--- src/rtl/ins_fetch_seq.sv ---
// Instruction fetch sequencer: owns the PC, drives the IRAM read port and emits a
// single-cycle MBRU fetch strobe once the IRAM read latency has elapsed.
module ins_fetch_seq #(
  parameter int unsigned       ADDR_W     = 8,
  parameter int unsigned       IRAM_LAT   = 1,
  parameter logic [ADDR_W-1:0] START_ADDR = '0,
  // ins_cnt value after reset; nonzero only to preload the counter near saturation
  parameter logic [15:0]       CNT_RESET  = 16'h0000
) (
  input  logic              clk,
  input  logic              rst_n,
  input  logic              start,
  input  logic              next_req,
  input  logic              jump,
  input  logic [ADDR_W-1:0] jump_addr,
  input  logic              halt,
  output logic [ADDR_W-1:0] iram_addr,
  output logic              iram_en,
  output logic              fetch,
  output logic              ins_ready,
  output logic              busy,
  output logic [15:0]       ins_cnt
);

  typedef enum logic [2:0] {
    S_IDLE   = 3'd0,
    S_ADDR   = 3'd1,
    S_WAIT   = 3'd2,
    S_FETCH  = 3'd3,
    S_HOLD   = 3'd4,
    S_HALTED = 3'd5
  } state_t;

  // WAIT covers latency cycles beyond the ADDR cycle; the last WAIT cycle has count 0
  localparam logic [1:0] LAT_LOAD = 2'((IRAM_LAT > 1) ? (IRAM_LAT - 2) : 0);

  state_t            r_state;
  logic [ADDR_W-1:0] r_pc;
  logic [1:0]        r_lat_cnt;
  logic [15:0]       r_ins_cnt;

  state_t            w_state_next;
  logic [ADDR_W-1:0] w_pc_next;
  logic [1:0]        w_lat_next;
  logic [15:0]       w_cnt_next;

  always_ff @(posedge clk or negedge rst_n) begin
    if (!rst_n) begin
      r_state   <= S_IDLE;
      r_pc      <= START_ADDR;
      r_lat_cnt <= 2'd0;
      r_ins_cnt <= CNT_RESET;
    end else begin
      r_state   <= w_state_next;
      r_pc      <= w_pc_next;
      r_lat_cnt <= w_lat_next;
      r_ins_cnt <= w_cnt_next;
    end
  end

  always_comb begin
    w_state_next = r_state;
    w_pc_next    = r_pc;
    w_lat_next   = r_lat_cnt;
    w_cnt_next   = r_ins_cnt;
    case (r_state)
      S_IDLE: begin
        if (start) w_state_next = S_ADDR;
      end
      S_ADDR: begin
        if (IRAM_LAT == 1) begin
          w_state_next = S_FETCH;
        end else begin
          w_state_next = S_WAIT;
          w_lat_next   = LAT_LOAD;
        end
      end
      S_WAIT: begin
        if (r_lat_cnt == 2'd0) w_state_next = S_FETCH;
        else                   w_lat_next   = r_lat_cnt - 2'd1;
      end
      S_FETCH: begin
        w_state_next = S_HOLD;
        w_pc_next    = r_pc + ADDR_W'(1);
        if (r_ins_cnt != 16'hFFFF) w_cnt_next = r_ins_cnt + 16'd1;
      end
      S_HOLD: begin
        if (halt) begin
          w_state_next = S_HALTED;
        end else if (jump) begin
          w_state_next = S_ADDR;
          w_pc_next    = jump_addr;
        end else if (next_req) begin
          w_state_next = S_ADDR;
        end
      end
      S_HALTED: begin
        if (start) w_state_next = S_ADDR;
      end
      default: begin
        w_state_next = S_IDLE;
      end
    endcase
  end

  assign iram_addr = r_pc;
  assign iram_en   = (r_state == S_ADDR);
  assign fetch     = (r_state == S_FETCH);
  assign ins_ready = (r_state == S_HOLD);
  assign busy      = (r_state == S_ADDR) || (r_state == S_WAIT) || (r_state == S_FETCH);
  assign ins_cnt   = r_ins_cnt;

endmodule
--- config.mk ---
export PLATFORM = sky130hd
export DESIGN_NAME = ins_fetch_seq
export DESIGN_NICKNAME = d
export VERILOG_FILES = /design/src/rtl/ins_fetch_seq.sv
export SDC_FILE = /design/constraint.sdc
export NUM_CORES = 1
export LEC_CHECK = 0
export CAP_MARGIN = 5
export CORE_MARGIN = 2
export CORE_UTILIZATION = 44
export CTS_BUF_LIST = sky130_fd_sc_hd__clkbuf_8
export DETAILED_ROUTE_END_ITERATION = 8
export PLACE_DENSITY = 0.73
export SKIP_LAST_GASP = 1
export SLEW_MARGIN = 20
export SYNTH_ARGS = -nofsm -noshare
export SYNTH_HDL_FRONTEND = slang
export SYNTH_SLANG_ARGS = --single-unit
export TNS_END_PERCENT = 20
--- constraint.sdc ---
create_clock -name clk -period 3.5 [get_ports clk]
set_clock_uncertainty 0.2 [all_clocks]
set_input_delay 0.7 -clock clk [delete_from_list [all_inputs] [get_ports clk]]
set_output_delay 0.7 -clock clk [all_outputs]
set_load 0.1 [all_outputs]
## Word-level counts from Yosys, hierarchy flattened

Cells that the tools add are included.

| word-level totals | value |
|---|---|
| bits in registers | 29 |
| bits of input ports | 14 |
| output and inout port bits | 28 |
| logic and storage cells | 38 |

| operators by class | value |
|---|---|
| $add $sub $neg | 3 |
| equality and inequality tests | 11 |
| muxes and demuxes | 9 |
| bitwise operators | 1 |
| reduce and logical (&&, ||, !) cells | 10 |

Operators with widths:

| operator | count |
|---|---|
| 16-bit by 1-bit adder with 16-bit output, second input constant | 1 |
| 8-bit two-way mux | 2 |
| 16-bit inequality test, second input constant | 1 |
| 8-bit case mux with 2 select lines | 1 |
| 3-bit two-way mux | 5 |
| 3-bit case mux with 5 select lines | 1 |
| 8-bit by 1-bit adder with 8-bit output, second input constant | 1 |
| 3-bit by 2-bit equality test with 1-bit output, second input constant | 2 |
| 3-bit equality test, second input constant | 2 |
| 2-bit inequality test, second input constant | 3 |
| 3-bit AND reduction | 2 |
| 4-bit inequality test, second input constant | 1 |
| 2-bit AND reduction | 2 |
| 3-bit by 1-bit equality test with 1-bit output, second input constant | 1 |
| 3-bit logical NOT | 1 |
| 2-bit logical NOT | 1 |
| 1-bit logical OR | 2 |
| 2-bit by 1-bit inequality test with 1-bit output, second input constant | 1 |
| 2-bit nonzero test | 1 |
| 2-bit OR reduction | 1 |
| 2-bit by 1-bit subtractor with 2-bit output, second input constant | 1 |
| 1-bit inverter | 1 |

## Depth between registers and ports, before layout

Gate-level depths: netlist of the first run.

| depth | value |
|---|---|
| word-level depth | 4 |
| mapped depth | 7 |

## Worst setup path after synthesis of the first run

Ideal clock, no wire load.

| timing path | value |
|---|---|
| path kind | reg-to-output |
| start point | reg r_state[1] |
| end point | out iram_en |
| arrival | 2.695 ns |
| data required time | 2.600 ns |
| setup slack | -0.095 ns |
| cell stages (with the launch flop) | 3 |
| path buffers | 1 |
| cells stage by stage | dfrtp_1 > buf_6 > nor3b_1 |

| between the ends | value |
|---|---|
| cells in the longest elaborated chain, start to end | 1 |

Ends and longest elaborated chain:

| what | line | source |
|---|---|---|
| start: declaration | 37 | `state_t r_state;` |
| start signal: assignment | 54 | `r_state <= w_state_next;` |
| 3-bit by 1-bit equality test with 1-bit output | 107 | `assign iram_en = (r_state == S_ADDR);` |
| end: declaration | 18 | `output logic iram_en,` |

Every way passes these cells.

## Final worst setup path of the first run

| timing path | value |
|---|---|
| start point | reg r_state[1] |
| end point | out ins_ready |

| between the ends | value |
|---|---|
| cells in the longest elaborated chain, start to end | 1 |

Ends and longest elaborated chain:

| what | line | source |
|---|---|---|
| 3-bit equality test | 109 | `assign ins_ready = (r_state == S_HOLD);` |
| end: declaration | 20 | `output logic ins_ready,` |

Every way passes these cells.

==> impl_metrics.csv, run 1 <==
group,metric,value,unit
outcome,status,"complete, no violations",
die,die_height,64.7,um
setup_path,critPathBufInv,2,
die,initial_core_util,0.450,
place,hpwl,2690,um
die,dieArea,4190,sq um
place,place_area,1980,sq um
final_layout,area_growth,27.5,%
synth,synth-seq-cells,29,
global_route,grt_pass1_wl,6360,um
die,core.rowCount,22,
detailed_routing,first_pass_iters,4,
detailed_routing,wl,3650,um
timing,hold_violations,0,
clocking,clk_latency,0.28,ns
synth,synth_top_area_frac,0.447,
timing,worstMarginPinSlew,0.600,ns
setup_path,path_class,"reg -> out",
global_route,track_usage,0.202,
synth,ys_types,38,
job,max-cap-violations,0,
detailed_routing,drc,0,
setup_path,path_cells,"or3b_4, inv_2, buf_4",
timing,slew-limit-headroom,0.597,
synth,syn_area,1620,sq um
timing,fin_crit_sh,0.773,
synth,avgSynthCellArea,10.1,sq um
setup_path,worstPathArrival,1.81,ns
timing,fmax,370,MHz
clocking,cts_buffers,5,
clocking,cts_tree,"done",
timing,rsz0062_at_grt,"false",
setup_path,critical_path_required,2.60,ns
setup_path,crit_path_top_delay_cell,"or3b_4",
synth,synthCells,160,
clocking,post-cts-setup-buffers,0,
detailed_routing,first_iter_violations,137,
clocking,postCtsResizedCells,0,
clocking,cts_num_sinks,29,
place,gp_congestion,0.815,
clocking,clk_root_buffer_cell,"clkbuf_8",
timing,period_needed,2.71,ns
final_layout,fin_nets,221,
final_layout,finalNonFillerCells,252,
timing,final_max_slew_viol_count,0,
detailed_routing,routed_via_density,5.51,
timing,hold_slack,0.313,ns
synth,ys_warn_count,0,
die,pin_count,42,
global_route,grt_max_degree,30,
timing,finalSetupTns,0,ns
detailed_routing,wl_per_cell,14.5,um
die,core_area,3610,sq um
setup_path,startpoint_type,"flip-flop",
place,dp.cells,245,
global_route,grt-ovfl-total,0,
min_path,hold_class,"reg -> reg",
synth,syn-num-nets,177,
synth,ys_seq_area_frac,0.447,
clocking,hold_buffers,0,
setup_path,max_stage_delay,0.57,ns
setup_path,cp_max_fo,21,
final_layout,layout-drive-gt1-share,0.245,
setup_path,endpoint_kind,"output pin",
detailed_routing,ant_nets,0,
timing,setup_violations,0,
final_layout,diodes,0,
synth,yosys-top-cells-area,"dfrtp_1 45%, xor2_1 4.3%, nand3_1 4.0%",
synth,synth_largest_area_cell,"dfrtp_1",
die,dieWidth,64.7,um
setup_path,cp_top_family,"simple AND/OR/NAND/NOR gates",
clocking,cts-htree-levels,2,
clocking,path_clk_slew,0.06,ns
clocking,clk_path_buf_depth,2,
global_route,grt_pass1_vias,1401,
global_route,antenna_found_initial,0,
place,port_buffers,41,
final_layout,design_area,2070,sq um
detailed_routing,vias,1389,
-- cell type report --
class	instances	area (sq um)
multi-input combinational	121	831
clock buffer	6	82.6
inverter	5	18.8
timing repair buffer	42	348
clock inverter	1	3.75
tap	48	60.1
fill	336	1540
sequential	29	726
-- logic make-up after synthesis --
group / Yosys count / share of synthesized area
AND/OR/NAND/NOR: 71 / 0.268
AO/OA/AOI/OAI: 31 / 0.126
flip-flops: 29 / 0.447
XOR/XNOR: 12 / 0.0648
buffers and inverters: 10 / 0.0439
multiplexers: 4 / 0.0270
adder cells (fa/ha/maj): 3 / 0.0231
-- Yosys cell counts --
cell type,instances
dfrtp_1,29
nor2_1,15
nand2_1,13
nand3_1,13
a21oi_1,9
xor2_1,8
nor3_1,7
a2bb2oi_1,6
nand4_1,5
o21ai_0,5
buf_6,4
inv_1,4
o22ai_1,4
xnor2_1,4
a31oi_1,3
and3_1,3
ha_1,3
mux2_2,3
nor4_1,2
nor4_4,2
a211o_1,1
a211oi_1,1
and4bb_2,1
buf_4,1
inv_2,1
mux2i_1,1
nand3b_1,1
nand3b_4,1
nand4_4,1
nor3b_1,1
nor4b_1,1
nor4b_2,1
o22a_1,1
o22ai_2,1
or2_2,1
or2_4,1
or3_1,1
or3b_4,1
-- per-layer routing --
metal,GRT usage,wire length (um)
met1,0.225,1590
met4,0.0984,98
met5,0,0
met2,0.345,1730
met3,0.0642,225
-- through the flow --
stage                     utilization  setup WS (ns)
after CTS                       0.574          0.797
after global routing            0.574          0.728
final                           0.574          0.794
after floorplan                     -          0.834
after global placement          0.550           1.15
after detailed placement        0.550           1.09
-- cells in the final DEF (no fill, tap or decap), types with 5 or more instances in the layout --
cell / netlist / layout
dfrtp_1: 29 / 29
buf_4: 1 / 29
nor2_1: 15 / 15
nand2_1: 13 / 13
nand3_1: 13 / 13
clkdlybuf4s50_1: 0 / 13
a21oi_1: 9 / 9
xor2_1: 8 / 8
nor3_1: 7 / 7
a2bb2oi_1: 6 / 6
clkbuf_8: 0 / 6
inv_1: 4 / 5
nand4_1: 5 / 5
o21ai_0: 5 / 5
-- worst reg2reg max path: stages (launching register included) --
cell	delay (ns)
dfrtp_1	0.58
nand3b_4	0.19
nor3_1	0.55
nand4_1	0.17
mux2_2	0.30
-- flip-flops by register name, summed over array words and instances, names as in the netlist --
register	flops
ins_cnt	16
iram_addr	8
r_state	3
r_lat_cnt	2
-- path summary, 6_finish.rpt --
| kind | cells after the start | from | to | slack, ns |
|---|---|---|---|---|
| worst min register to register | 1 | ins_cnt[12] | ins_cnt[12] | 0.31 |
| worst max register to register | 4 | r_state[1] | ins_cnt[15] | 1.39 |
| worst max-delay path | 3 | r_state[1] | ins_ready | 0.79 |
| worst min-delay path | 1 | ins_cnt[12] | ins_cnt[12] | 0.31 |
| min in group asynchronous | 2 | rst_n | iram_addr[7] | 0.61 |
| max in group asynchronous | 2 | rst_n | ins_cnt[7] | 2.21 |
Power of run 1 is left out: the tool's default activity adds up to more than one toggle a clock period on the data nets, which glitch-free logic cannot reach.
==> run 2: changes to the inputs <==
clock period = 2.71 ns   (was 3.5 ns; I/O delays follow)
==> impl_metrics.csv, run 2 (same netlist as run 1, synthesis figures left out) <==
group,metric,value,unit
outcome,status,"complete, no violations",
place,port_buffers,41,
detailed_routing,first_pass_iters,4,
global_route,grt_pass1_wl,5870,um
clocking,cts_num_sinks,29,
detailed_routing,ant_nets,0,
clocking,post-cts-setup-buffers,0,
detailed_routing,wl,3540,um
timing,rsz0062_at_grt,"false",
job,max-cap-violations,0,
final_layout,final_common_cell,"dfrtp_1",
global_route,grt-ovfl-total,0,
final_layout,design_area,2090,sq um
timing,hold_violations,0,
setup_path,startpoint_type,"flip-flop",
die,core.rowCount,22,
detailed_routing,first_iter_violations,126,
clocking,clk_path_buf_depth,2,
final_layout,largest_register_ffs,16,
clocking,path_clk_slew,0.06,ns
min_path,hold_class,"reg -> reg",
timing,finalSetupTns,0,ns
final_layout,layout-drive-gt1-share,0.249,
setup_path,cp_max_fo,21,
setup_path,endpoint_kind,"output pin",
die,die_height,64.7,um
setup_path,worstPathArrival,1.70,ns
global_route,antenna_found_initial,0,
detailed_routing,vias,1387,
final_layout,nFillCells,318,
timing,period_needed,2.45,ns
detailed_routing,routed_via_density,5.48,
global_route,grt_pass1_vias,1280,
clocking,cts_buffers,5,
die,core_area,3610,sq um
die,dieArea,4190,sq um
clocking,cts-htree-levels,2,
timing,slew-limit-headroom,0.646,
setup_path,critical_path_required,1.97,ns
detailed_routing,drc,0,
timing,fin_ws,0.264,ns
final_layout,diodes,0,
clocking,postCtsResizedCells,0,
die,dieWidth,64.7,um
global_route,grt_max_degree,30,
timing,fin_crit_sh,0.903,
final_layout,multiInputGateArea,831,sq um
timing,fmax,409,MHz
timing,worstMarginPinSlew,0.527,ns
final_layout,area_growth,28.8,%
timing,setup_violations,0,
final_layout,mostFrequentLayoutCells,"29 x dfrtp_1, 27 x buf_4, 15 x nor2_1",
clocking,clk_root_buffer_cell,"clkbuf_8",
place,hpwl,2600,um
place,dp_slack,0.570,ns
place,place_area,2010,sq um
clocking,hold_buffers,0,
die,initial_core_util,0.450,
final_layout,fin_nets,221,
detailed_routing,wl_per_cell,14.0,um
clocking,cts_tree,"done",
setup_path,path_class,"reg -> out",
global_route,track_usage,0.184,
die,pin_count,42,
clocking,clk_latency,0.28,ns
final_layout,seq_area,726,sq um
timing,final_max_slew_viol_count,0,
place,gp_congestion,0.866,
-- run 2: cell count changes in the layout (fill, tap and decap cells not counted), sizes merged --
cell,before,now
clkbuf,6,5
clkinv,0,2
-- run 2: cell type report --
class	count	area share
inverters	5	0.00898
multi-input cells	121	0.397
clock inverters	3	0.00658
well taps	48	0.0287
clock buffers	5	0.0329
repair buffers	42	0.178
flip-flops and latches	29	0.347
-- run 2: worst paths after layout --
check | slack, ns | depth (start not counted) | from | end
min | 0.31 | 1 | ins_cnt[12] | ins_cnt[12]
min reg2reg | 0.31 | 1 | ins_cnt[12] | ins_cnt[12]
max | 0.26 | 3 | r_state[1] | ins_ready
max reg2reg | 0.70 | 4 | r_state[1] | ins_cnt[15]
min in group asynchronous | 0.44 | 2 | rst_n | r_state[0]
max in group asynchronous | 1.61 | 2 | rst_n | ins_cnt[12]
-- run 2: through the flow --
step | utilization | std cells | hold slack, ns
floorplan | - | 160 | 0.0464
global placement | 0.557 | 245 | 0.284
global route | 0.580 | 253 | 0.345
finish | 0.580 | 253 | 0.310
CTS | 0.580 | 253 | 0.318
detailed placement | 0.557 | 245 | 0.305
-- run 2: worst max-delay path, stage by stage, from the launching register on --
cell and delay [ns]:
dfrtp_1 0.51, or3b_4 0.57, inv_2 0.15, buf_12 0.18
-- run 2: layer usage --
metal  vias up  GRT usage  part of all wire
li1        675          -                 -
met1       654      0.232              0.44
met2        52      0.290              0.48
met3         6     0.0556             0.065
met4         0     0.0878             0.019
met5         -          0                 0
Power of run 2 is left out for the same reason.
